[src/rtl/spi_master_arbiter_pkg.sv]
// Shared types and defaults for the SPI master arbiter and its round-robin search.
package spi_master_arbiter_pkg;

    localparam int DEFAULT_NUM_REQ = 4;
    localparam int DEFAULT_LEN_W   = 8;
    localparam int CFG_HOLD        = 2;

    typedef enum logic [2:0] {
        StIdle,
        StConfig,
        StXfer,
        StDrain,
        StDone
    } arbState_e;

endpackage

[src/rtl/spi_master_arbiter_rr.sv]
// Round-robin priority search: the requester closest after lastOwner (wrapping) wins.
module spi_rr_arbiter
    import spi_master_arbiter_pkg::*;
#(
    parameter int NUM_REQ = DEFAULT_NUM_REQ,
    localparam int IDX_W  = $clog2(NUM_REQ)
) (
    input  logic [NUM_REQ-1:0] req,
    input  logic [IDX_W-1:0]   lastOwner,
    output logic [NUM_REQ-1:0] winner
);

    logic [IDX_W-1:0] idx;

    // Scan farthest-to-nearest so the nearest requester overwrites any earlier hit.
    always_comb begin
        winner = '0;
        idx    = '0;
        for (int i = NUM_REQ; i >= 1; i--) begin
            idx = IDX_W'((int'(lastOwner) + i) % NUM_REQ);
            if (req[idx]) begin
                winner      = '0;
                winner[idx] = 1'b1;
            end
        end
    end

endmodule

[src/rtl/spi_master_arbiter.sv]
// Shares one SPI master between NUM_REQ requesters: round-robin grant, per-owner
// CPOL/CPHA, byte streaming to/from the master FIFOs, and per-device chip selects.
module spi_master_arbiter
    import spi_master_arbiter_pkg::*;
#(
    parameter int NUM_REQ = DEFAULT_NUM_REQ,
    parameter int LEN_W   = DEFAULT_LEN_W
) (
    input  logic                     clk,
    input  logic                     rst,
    input  logic [NUM_REQ-1:0]       req,
    input  logic [NUM_REQ*LEN_W-1:0] reqLen,
    input  logic [NUM_REQ-1:0]       cfgCpol,
    input  logic [NUM_REQ-1:0]       cfgCpha,
    output logic [NUM_REQ-1:0]       grant,
    output logic [NUM_REQ-1:0]       done,
    input  logic [7:0]               txData,
    input  logic                     txValid,
    output logic                     txReady,
    output logic [7:0]               rxData,
    output logic                     rxValid,
    output logic [7:0]               masterDataIn,
    output logic                     masterWrite,
    output logic                     masterRead,
    output logic                     masterCpol,
    output logic                     masterCpha,
    input  logic [7:0]               masterDataOut,
    input  logic                     masterTxFull,
    input  logic                     masterTxDataPresent,
    input  logic                     masterRxDataPresent,
    input  logic                     masterNcs,
    output logic [NUM_REQ-1:0]       nCsOut
);

    localparam int IDX_W  = $clog2(NUM_REQ);
    localparam int CNT_W  = LEN_W + 1;
    localparam int HOLD_W = $clog2(CFG_HOLD + 1);

    arbState_e          state;
    logic [IDX_W-1:0]   owner;
    logic [IDX_W-1:0]   lastOwner;
    logic [CNT_W-1:0]   txRemain;
    logic [CNT_W-1:0]   rxRemain;
    logic [HOLD_W-1:0]  cfgCnt;
    logic               readGap;

    logic [NUM_REQ-1:0] winner;
    logic [IDX_W-1:0]   winIdx;
    logic [LEN_W-1:0]   winLen;
    logic [CNT_W-1:0]   winCount;
    logic               flushRead;

    spi_rr_arbiter #(
        .NUM_REQ(NUM_REQ)
    ) uArb (
        .req      (req),
        .lastOwner(lastOwner),
        .winner   (winner)
    );

    always_comb begin
        winIdx = '0;
        for (int i = 0; i < NUM_REQ; i++) begin
            if (winner[i]) winIdx = IDX_W'(i);
        end
        winLen   = reqLen[winIdx*LEN_W +: LEN_W];
        winCount = (winLen == '0) ? {1'b1, {LEN_W{1'b0}}} : {1'b0, winLen};
    end

    // Strobes are gated by rst so a reset cycle never moves bytes.
    always_comb begin
        txReady      = !rst && (state == StXfer) && txValid && !masterTxFull
                       && (txRemain != '0);
        rxValid      = !rst && ((state == StXfer) || (state == StDrain))
                       && masterRxDataPresent && (rxRemain != '0) && !readGap;
        flushRead    = !rst && (state == StIdle) && masterRxDataPresent && !readGap;
        masterRead   = rxValid || flushRead;
        masterWrite  = txReady;
        masterDataIn = txData;
        rxData       = masterDataOut;
        for (int i = 0; i < NUM_REQ; i++) begin
            nCsOut[i] = grant[i] ? masterNcs : 1'b1;
        end
    end

    always_ff @(posedge clk) begin
        if (rst) begin
            state      <= StIdle;
            grant      <= '0;
            done       <= '0;
            masterCpol <= 1'b0;
            masterCpha <= 1'b0;
            txRemain   <= '0;
            rxRemain   <= '0;
            cfgCnt     <= '0;
            readGap    <= 1'b0;
            owner      <= '0;
            lastOwner  <= IDX_W'(NUM_REQ - 1);
        end else begin
            done    <= '0;
            readGap <= masterRead;
            if (txReady) txRemain <= txRemain - CNT_W'(1);
            if (rxValid) rxRemain <= rxRemain - CNT_W'(1);
            case (state)
                StIdle: begin
                    if (!masterRxDataPresent && (req != '0)) begin
                        grant      <= winner;
                        owner      <= winIdx;
                        txRemain   <= winCount;
                        rxRemain   <= winCount;
                        masterCpol <= cfgCpol[winIdx];
                        masterCpha <= cfgCpha[winIdx];
                        cfgCnt     <= '0;
                        state      <= StConfig;
                    end
                end
                StConfig: begin
                    if (cfgCnt < HOLD_W'(CFG_HOLD - 1)) begin
                        cfgCnt <= cfgCnt + HOLD_W'(1);
                    end else if (!masterTxDataPresent && masterNcs) begin
                        state <= StXfer;
                    end
                end
                StXfer: begin
                    if (txReady && (txRemain == CNT_W'(1))) state <= StDrain;
                end
                StDrain: begin
                    if ((rxRemain == '0) || (rxValid && (rxRemain == CNT_W'(1)))) begin
                        done      <= grant;
                        grant     <= '0;
                        lastOwner <= owner;
                        state     <= StDone;
                    end
                end
                StDone:  state <= StIdle;
                default: state <= StIdle;
            endcase
        end
    end

endmodule

[config.mk]
export PLATFORM = sky130hd
export DESIGN_NAME = spi_master_arbiter
export DESIGN_NICKNAME = d
export VERILOG_FILES = /design/src/rtl/spi_master_arbiter_pkg.sv /design/src/rtl/spi_master_arbiter_rr.sv /design/src/rtl/spi_master_arbiter.sv
export SDC_FILE = /design/constraint.sdc
export NUM_CORES = 1
export LEC_CHECK = 0
export CAP_MARGIN = 20
export CORE_MARGIN = 5
export CORE_UTILIZATION = 50
export CTS_BUF_LIST = sky130_fd_sc_hd__clkbuf_8
export DETAILED_ROUTE_END_ITERATION = 16
export HOLD_SLACK_MARGIN = 0.15
export PLACE_DENSITY = 0.89
export REMOVE_ABC_BUFFERS = 1
export SYNTH_ARGS = -nofsm -noshare
export SYNTH_HDL_FRONTEND = slang
export SYNTH_SLANG_ARGS = --single-unit
[constraint.sdc]
create_clock -name clk -period 4.79 [get_ports clk]
set_input_delay 1.437 -clock clk [delete_from_list [all_inputs] [get_ports clk]]
set_output_delay 1.437 -clock clk [all_outputs]
set_load 0.005 [all_outputs]
==> impl_metrics.toml, run 1 <==
[clocking]
cts_tree = "yes"
postCtsSetupBuffers = 0
cts_buffers = 5
root_buffer = "clkbuf_8"
cts_max_path_buffers = 2
holdBufCountCts = 0
htreeDepth = 2
cts.sink_count = 38
clkLatencyLatePin_ns = 0.29
cts_resized = 4
clk_pin_slew_ns = 0.07

[final_layout]
multi_input_area_um2 = 1690
fillers = 415
seqCellArea_um2 = 761
synthToLayoutAreaGrowth_pct = 27.8
layout-drive-gt1-share_pct = 9.33
fin_nets = 453
utilization_pct = 66.6
antennaDiodeCount = 0
layout.cells.non_filler = 445

[detailed_routing]
drt-wirelength-per-cell_um = 16.3
drt_first_iter_violations = 143
num_vias = 2591
dr.pass1.iters = 4
drtAntennaViolNets = 0
routed_wl_um = 7250
drc = 0
vias_per_cell = 5.82

[timing]
setup_viol = 0
rsz0062_at_grt = "false"
worst_slew_pin_slew_ns = 0.638
hold_violations = 0
relSlewSlack_pct = 56.9
slew_violations = 0
fin_crit_ns = 4.69
fmax_mhz = 213
clock_skew_ns = 0.00548
hold_ws_ns = 0.464
setup_tns_ns = 0
period_share_pct = 97.9

[worst_setup_path]
worstSetupStartpoint = "masterRxDataPresent"
cpPeakStageDelay_ns = 0.47
critPathRequiredTime_ns = 3.35
critical_path_class = "in2out"
arrival_ns = 3.25
critPathMaxFanout = 3
r2r-start = "lastOwner[1]"
slowest_stage = "clkdlybuf4s50_1"
worstSetupStartpointType = "primary input"
endpoint_kind = "output pin"
path_cells = "clkdlybuf4s50_1, or3b_2, or3b_4, a21oi_2, or2_2, dlygate4sd2_1"

[status]
status = "finished, final reports clean"

[die]
die_h_um = 83.7
die_area_um2 = 7000
core_um2 = 5200
ios = 101
start_util_pct = 52.1
floorplan.rows = 26
chipWidth_um = 83.7

[grt]
antenna_found_initial = 0
grt_max_degree = 32
grt_pass1_vias = 2477
grt_pass1_wl_um = 11800
grt-ovfl-total = 0
track_usage_pct = 20.2

[synthesis]
synth_common_cells = "dfxtp_1, nand2_1, nor2_1"
syn_inst = 325
yosysWarningCount = 0
syn-cell-area_um2 = 2710
yosys-top-cells-area = "dfxtp_1, ha_1, mux2i_1, buf_4, nand2_1"
synth.most_common_cell = "dfxtp_1"
synth_top_area_share_pct = 28.0
synth-async-reset-ratio_pct = 0
synth.avg_cell_area_um2 = 8.35
yosysSeqAreaShare_pct = 28.0
ys_types = 59
synth_flop_cell = "dfxtp_1"
synth_edf_count = 0
ys_ff_latch = 38
yosys.area.top_type = "dfxtp_1"

[placement]
place_congestion = 0.923
dp.cells = 437
portBuffers = 68
dp_hpwl_um = 5450

[worst_hold_path]
min_from = "txRemain[8]"
hp-class = "reg2reg"

[pwr]
power_leakage_nw = 1.37
powerDensity_nw_per_um2 = 258
peakVddDrop_v = 0.000152
total_power_w = 0.000896

[flow_run]
drv_cap = 0
metrics by stage:
stage	cell area [µm²]	setup slack (ns)
2_1_floorplan	2490	0.648
3_3_place_gp	3330	-0.179
4_1_cts	3470	0.0871
5_1_grt	3470	0.0371
6_report	3470	0.102
3_5_place_dp	3330	-0.216
cell families (layout without fill, tap and decap cells):
| group | Yosys count | after routing | share of synthesized area (%) |
|---|---|---|---|
| compound gates | 71 | 71 | 19.0 |
| xor+xnor | 14 | 14 | 4.52 |
| fa+ha+maj | 12 | 12 | 5.53 |
| buf+inv | 44 | 94 | 9.77 |
| flops | 38 | 38 | 28.0 |
| mux | 20 | 20 | 9.59 |
| simple gates | 126 | 126 | 23.5 |
report_power, final:
part           switching (W)  total (W)  internal (W)
clock network       0.000112   0.000334      0.000222
registers          0.0000219   0.000360      0.000338
logic              0.0000960   0.000201      0.000105
total               0.000230   0.000896      0.000666
layout by cell type (no fill, tap or decap), types with 6 or more instances in the layout:
| cell type | n |
|---|---|
| nor3_1 | 13 |
| nand2_1 | 31 |
| mux2i_1 | 14 |
| o21ai_0 | 10 |
| clkdlybuf4s50_1 | 65 |
| xnor2_1 | 10 |
| dfxtp_1 | 38 |
| a211oi_1 | 15 |
| inv_1 | 10 |
| ha_1 | 12 |
| buf_4 | 7 |
| nor2_1 | 26 |
| nand2b_1 | 8 |
| a21oi_1 | 16 |
| nand3_1 | 14 |
| clkbuf_8 | 6 |
critical path: cells and delay by family:
kind                   cells  cell delay, ns
AOI/OAI and AO/OA          1            0.14
buffers and inverters      2            0.70
and+or+nand+nor            3            0.97
path summary, 6_finish.rpt:
kind / to / cells after the start / slack, ns
hold / removal: txRemain[8] / 2 / 0.46
setup / recovery: masterRead / 6 / 0.10
hold reg to reg: txRemain[8] / 2 / 0.46
setup reg to reg: txRemain[8] / 9 / 1.05
flip-flops by register name, summed over array words and instances, names as in the netlist:
signal      count
cfgCnt          2
done            4
grant           4
lastOwner       2
masterCpha      1
masterCpol      1
owner           2
readGap         1
rxRemain        9
state           3
txRemain        9
per-layer routing:
| layer | up-vias | global-route usage, % | share of wire, % |
|---|---|---|---|
| li1 | 1253 | - | - |
| met1 | 1225 | 26.3 | 44 |
| met2 | 103 | 32.0 | 47 |
| met3 | 10 | 5.92 | 7.1 |
| met4 | 0 | 6.29 | 1.7 |
| met5 | - | 0 | 0 |
layout make-up:
cell class / instances / area share (%)
multi-input combinational: 243 / 48.7
timing repair buffer: 76 / 21.6
tap: 70 / 2.53
inverter: 10 / 1.08
clock buffer: 6 / 2.38
sequential: 38 / 21.9
clock inverter: 2 / 1.73
Note: power is estimated with default switching activity, not from simulation.
==> inputs of run 2 (changes only) <==
--- a/config.mk
+++ b/config.mk
@@ -9,6 +9,7 @@
 export CORE_MARGIN = 5
 export CORE_UTILIZATION = 50
 export CTS_BUF_LIST = sky130_fd_sc_hd__clkbuf_8
+export CTS_CLUSTER_SIZE = 25
 export DETAILED_ROUTE_END_ITERATION = 16
 export HOLD_SLACK_MARGIN = 0.15
 export PLACE_DENSITY = 0.89
==> results of run 2 <==
No change in the layout: final DEF, timing and power equal those of run 1.
==> inputs of run 3 (changes only) <==
--- a/config.mk
+++ b/config.mk
@@ -7,12 +7,13 @@
 export LEC_CHECK = 0
 export CAP_MARGIN = 20
 export CORE_MARGIN = 5
-export CORE_UTILIZATION = 50
+export CORE_UTILIZATION = 45
 export CTS_BUF_LIST = sky130_fd_sc_hd__clkbuf_8
 export CTS_CLUSTER_SIZE = 25
 export DETAILED_ROUTE_END_ITERATION = 16
+export GPL_ROUTABILITY_DRIVEN = 0
 export HOLD_SLACK_MARGIN = 0.15
-export PLACE_DENSITY = 0.89
+export PLACE_DENSITY = 0.81
 export REMOVE_ABC_BUFFERS = 1
 export SYNTH_ARGS = -nofsm -noshare
 export SYNTH_HDL_FRONTEND = slang
==> run 3 against run 2 <==
Net effect: utilization shrank 7.7 points; first-iteration DRC count shrank 5.6%; clock skew down 0.00068 ns; via count is 0.19% lower; register-to-register slack got worse by 0.21 ns; combinational power about the same; sequential cell count unchanged; wire length about the same; die area grew 9.8%; critical endpoint is now rxValid; largest power group unchanged; highest routed layer unchanged.
==> impl_metrics.toml, run 3 (same netlist as run 1, synthesis figures left out) <==
[detailed_routing]
routed_wl_um = 7250
dr.pass1.iters = 4
num_vias = 2586
drc = 0
drtAntennaViolNets = 0
drt-wirelength-per-cell_um = 15.9
vias_per_cell = 5.68
drt_first_iter_violations = 135

[grt]
grt_max_degree = 32
grt_pass1_vias = 2558
grt-ovfl-total = 0
track_usage_pct = 19.1
antenna_found_initial = 0
grt_pass1_wl_um = 11800

[clocking]
clkLatencyLatePin_ns = 0.29
cts.sink_count = 38
root_buffer = "clkbuf_8"
holdBufCountCts = 0
clk_pin_slew_ns = 0.07
cts_buffers = 5
cts_max_path_buffers = 2
cts_tree = "yes"
htreeDepth = 2

[final_layout]
final_cell_mix = "clkdlybuf4s50_1, dfxtp_1, nand2_1, nor2_1, a21oi_1"
synthToLayoutAreaGrowth_pct = 27.7
utilization_pct = 58.9
fillers = 526
fin_nets = 458
layout-drive-gt1-share_pct = 10.0
antennaDiodeCount = 0
top_regs = "rxRemain (9), txRemain (9)"
final_common_cell = "clkdlybuf4s50_1"

[timing]
setup_viol = 0
setup_tns_ns = 0
relSlewSlack_pct = 47.2
worst_slew_pin_slew_ns = 0.782
fin_crit_ns = 4.59
slew_violations = 0
rsz0062_at_grt = "false"
period_share_pct = 95.8
fmax_mhz = 218
clock_skew_ns = 0.00480
hold_violations = 0

[pwr]
switching_share_pct = 27.3
p_sw_w = 0.000224
clkPwrFrac_pct = 31.7
combPwrFrac_pct = 24.5
powerDensity_nw_per_um2 = 237
peakVddDrop_v = 0.000159
power_leakage_nw = 1.38
intPower_w = 0.000597
seqPwrFrac_pct = 43.9

[die]
die_h_um = 87.7
start_util_pct = 46.1
core_um2 = 5890
floorplan.rows = 28
chipWidth_um = 87.7
die_area_um2 = 7680
ios = 101

[worst_setup_path]
critPathRequiredTime_ns = 3.35
r2r-start = "lastOwner[0]"
arrival_ns = 3.15
reg2reg_depth = 9
slowest_stage = "clkdlybuf4s50_1"
critical_path_class = "in2out"
path_cells = "clkdlybuf4s50_1, or3b_4, or3b_4, a21oi_2, buf_4, dlygate4sd2_1"
endpoint_kind = "output pin"
cpPeakStageDelay_ns = 0.47
cp_common_cell = "or3b_4"
rr_endpoint = "txRemain[3]"
worstSetupStartpointType = "primary input"
ff2ff_setup_slack_ns = 0.84
critPathMaxFanout = 2

[worst_hold_path]
hold_path_depth = 2
min_from = "txRemain[8]"
hp-class = "reg2reg"
hold-path-endpoint = "txRemain[8]"

[flow_run]
drv_cap = 0

[placement]
portBuffers = 68
dp_hpwl_um = 5820

[status]
status = "finished, final reports clean"
-- run 3: cell type report --
| cell class | instances | area (µm²) | share of cell area [%] |
|---|---|---|---|
| clock buffers | 5 | 68.8 | 1.99 |
| clock inverters | 3 | 37.5 | 1.08 |
| inverters | 10 | 37.5 | 1.08 |
| multi-input cells | 243 | 1690 | 48.8 |
| flip-flops and latches | 38 | 761 | 21.9 |
| well taps | 75 | 93.8 | 2.71 |
| repair buffers | 81 | 774 | 22.3 |
-- run 3: per-stage QoR --
step / cell area, µm² / instances / total power [W] / setup slack, ns / hold WS [ns]
6_report: 3470 / 455 / 0.000820 / 0.203 / 0.459
5_1_grt: 3470 / 455 / 0.000856 / 0.159 / 0.499
4_1_cts: 3470 / 455 / 0.000824 / 0.201 / 0.461
3_5_place_dp: 3340 / 445 / 0.000567 / -0.237 / 0.450
3_3_place_gp: 3340 / 445 / 0.000561 / -0.183 / 0.444
2_1_floorplan: 2490 / 291 / 0.000470 / 0.648 / 0.430
-- run 3: worst max-delay path by stage --
stage	start	endpoint	slack (ns)
floorplan	rst	masterRead	0.65
global placement	rst	masterRead	-0.18
detailed placement	rst	masterRead	-0.24
CTS	masterRxDataPresent	rxValid	0.20
global route	masterRxDataPresent	masterRead	0.16
finish	masterRxDataPresent	rxValid	0.20
-- run 3: what timing repair did --
action                                  4_1_cts  5_1_grt
gates resized for setup                       5        0
buffers inserted                              2        0
endpoints found under the setup margin        2        0
-- run 3: critical path: cells and delay by family --
kind,cells,cell delay [ns]
AND/OR/NAND/NOR,2,0.77
AO/OA/AOI/OAI,1,0.12
buffers and inverters,3,0.81
-- run 3: layer usage --
layer | routed length [µm] | GRT usage, %
met5 | 0 | 2.60
met4 | 109 | 5.44
met3 | 533 | 5.64
met2 | 3340 | 31.4
met1 | 3270 | 24.0
-- run 3: power groups by stage --
stage | clock [W] | sequential (W) | combinational (W)
after CTS | 0.000263 | 0.000359 | 0.000201
after global placement | 0 | 0.000365 | 0.000195
after global routing | 0.000274 | 0.000362 | 0.000220
after detailed placement | 0 | 0.000367 | 0.000200
after floorplan | 0 | 0.000362 | 0.000108
final | 0.000260 | 0.000360 | 0.000201
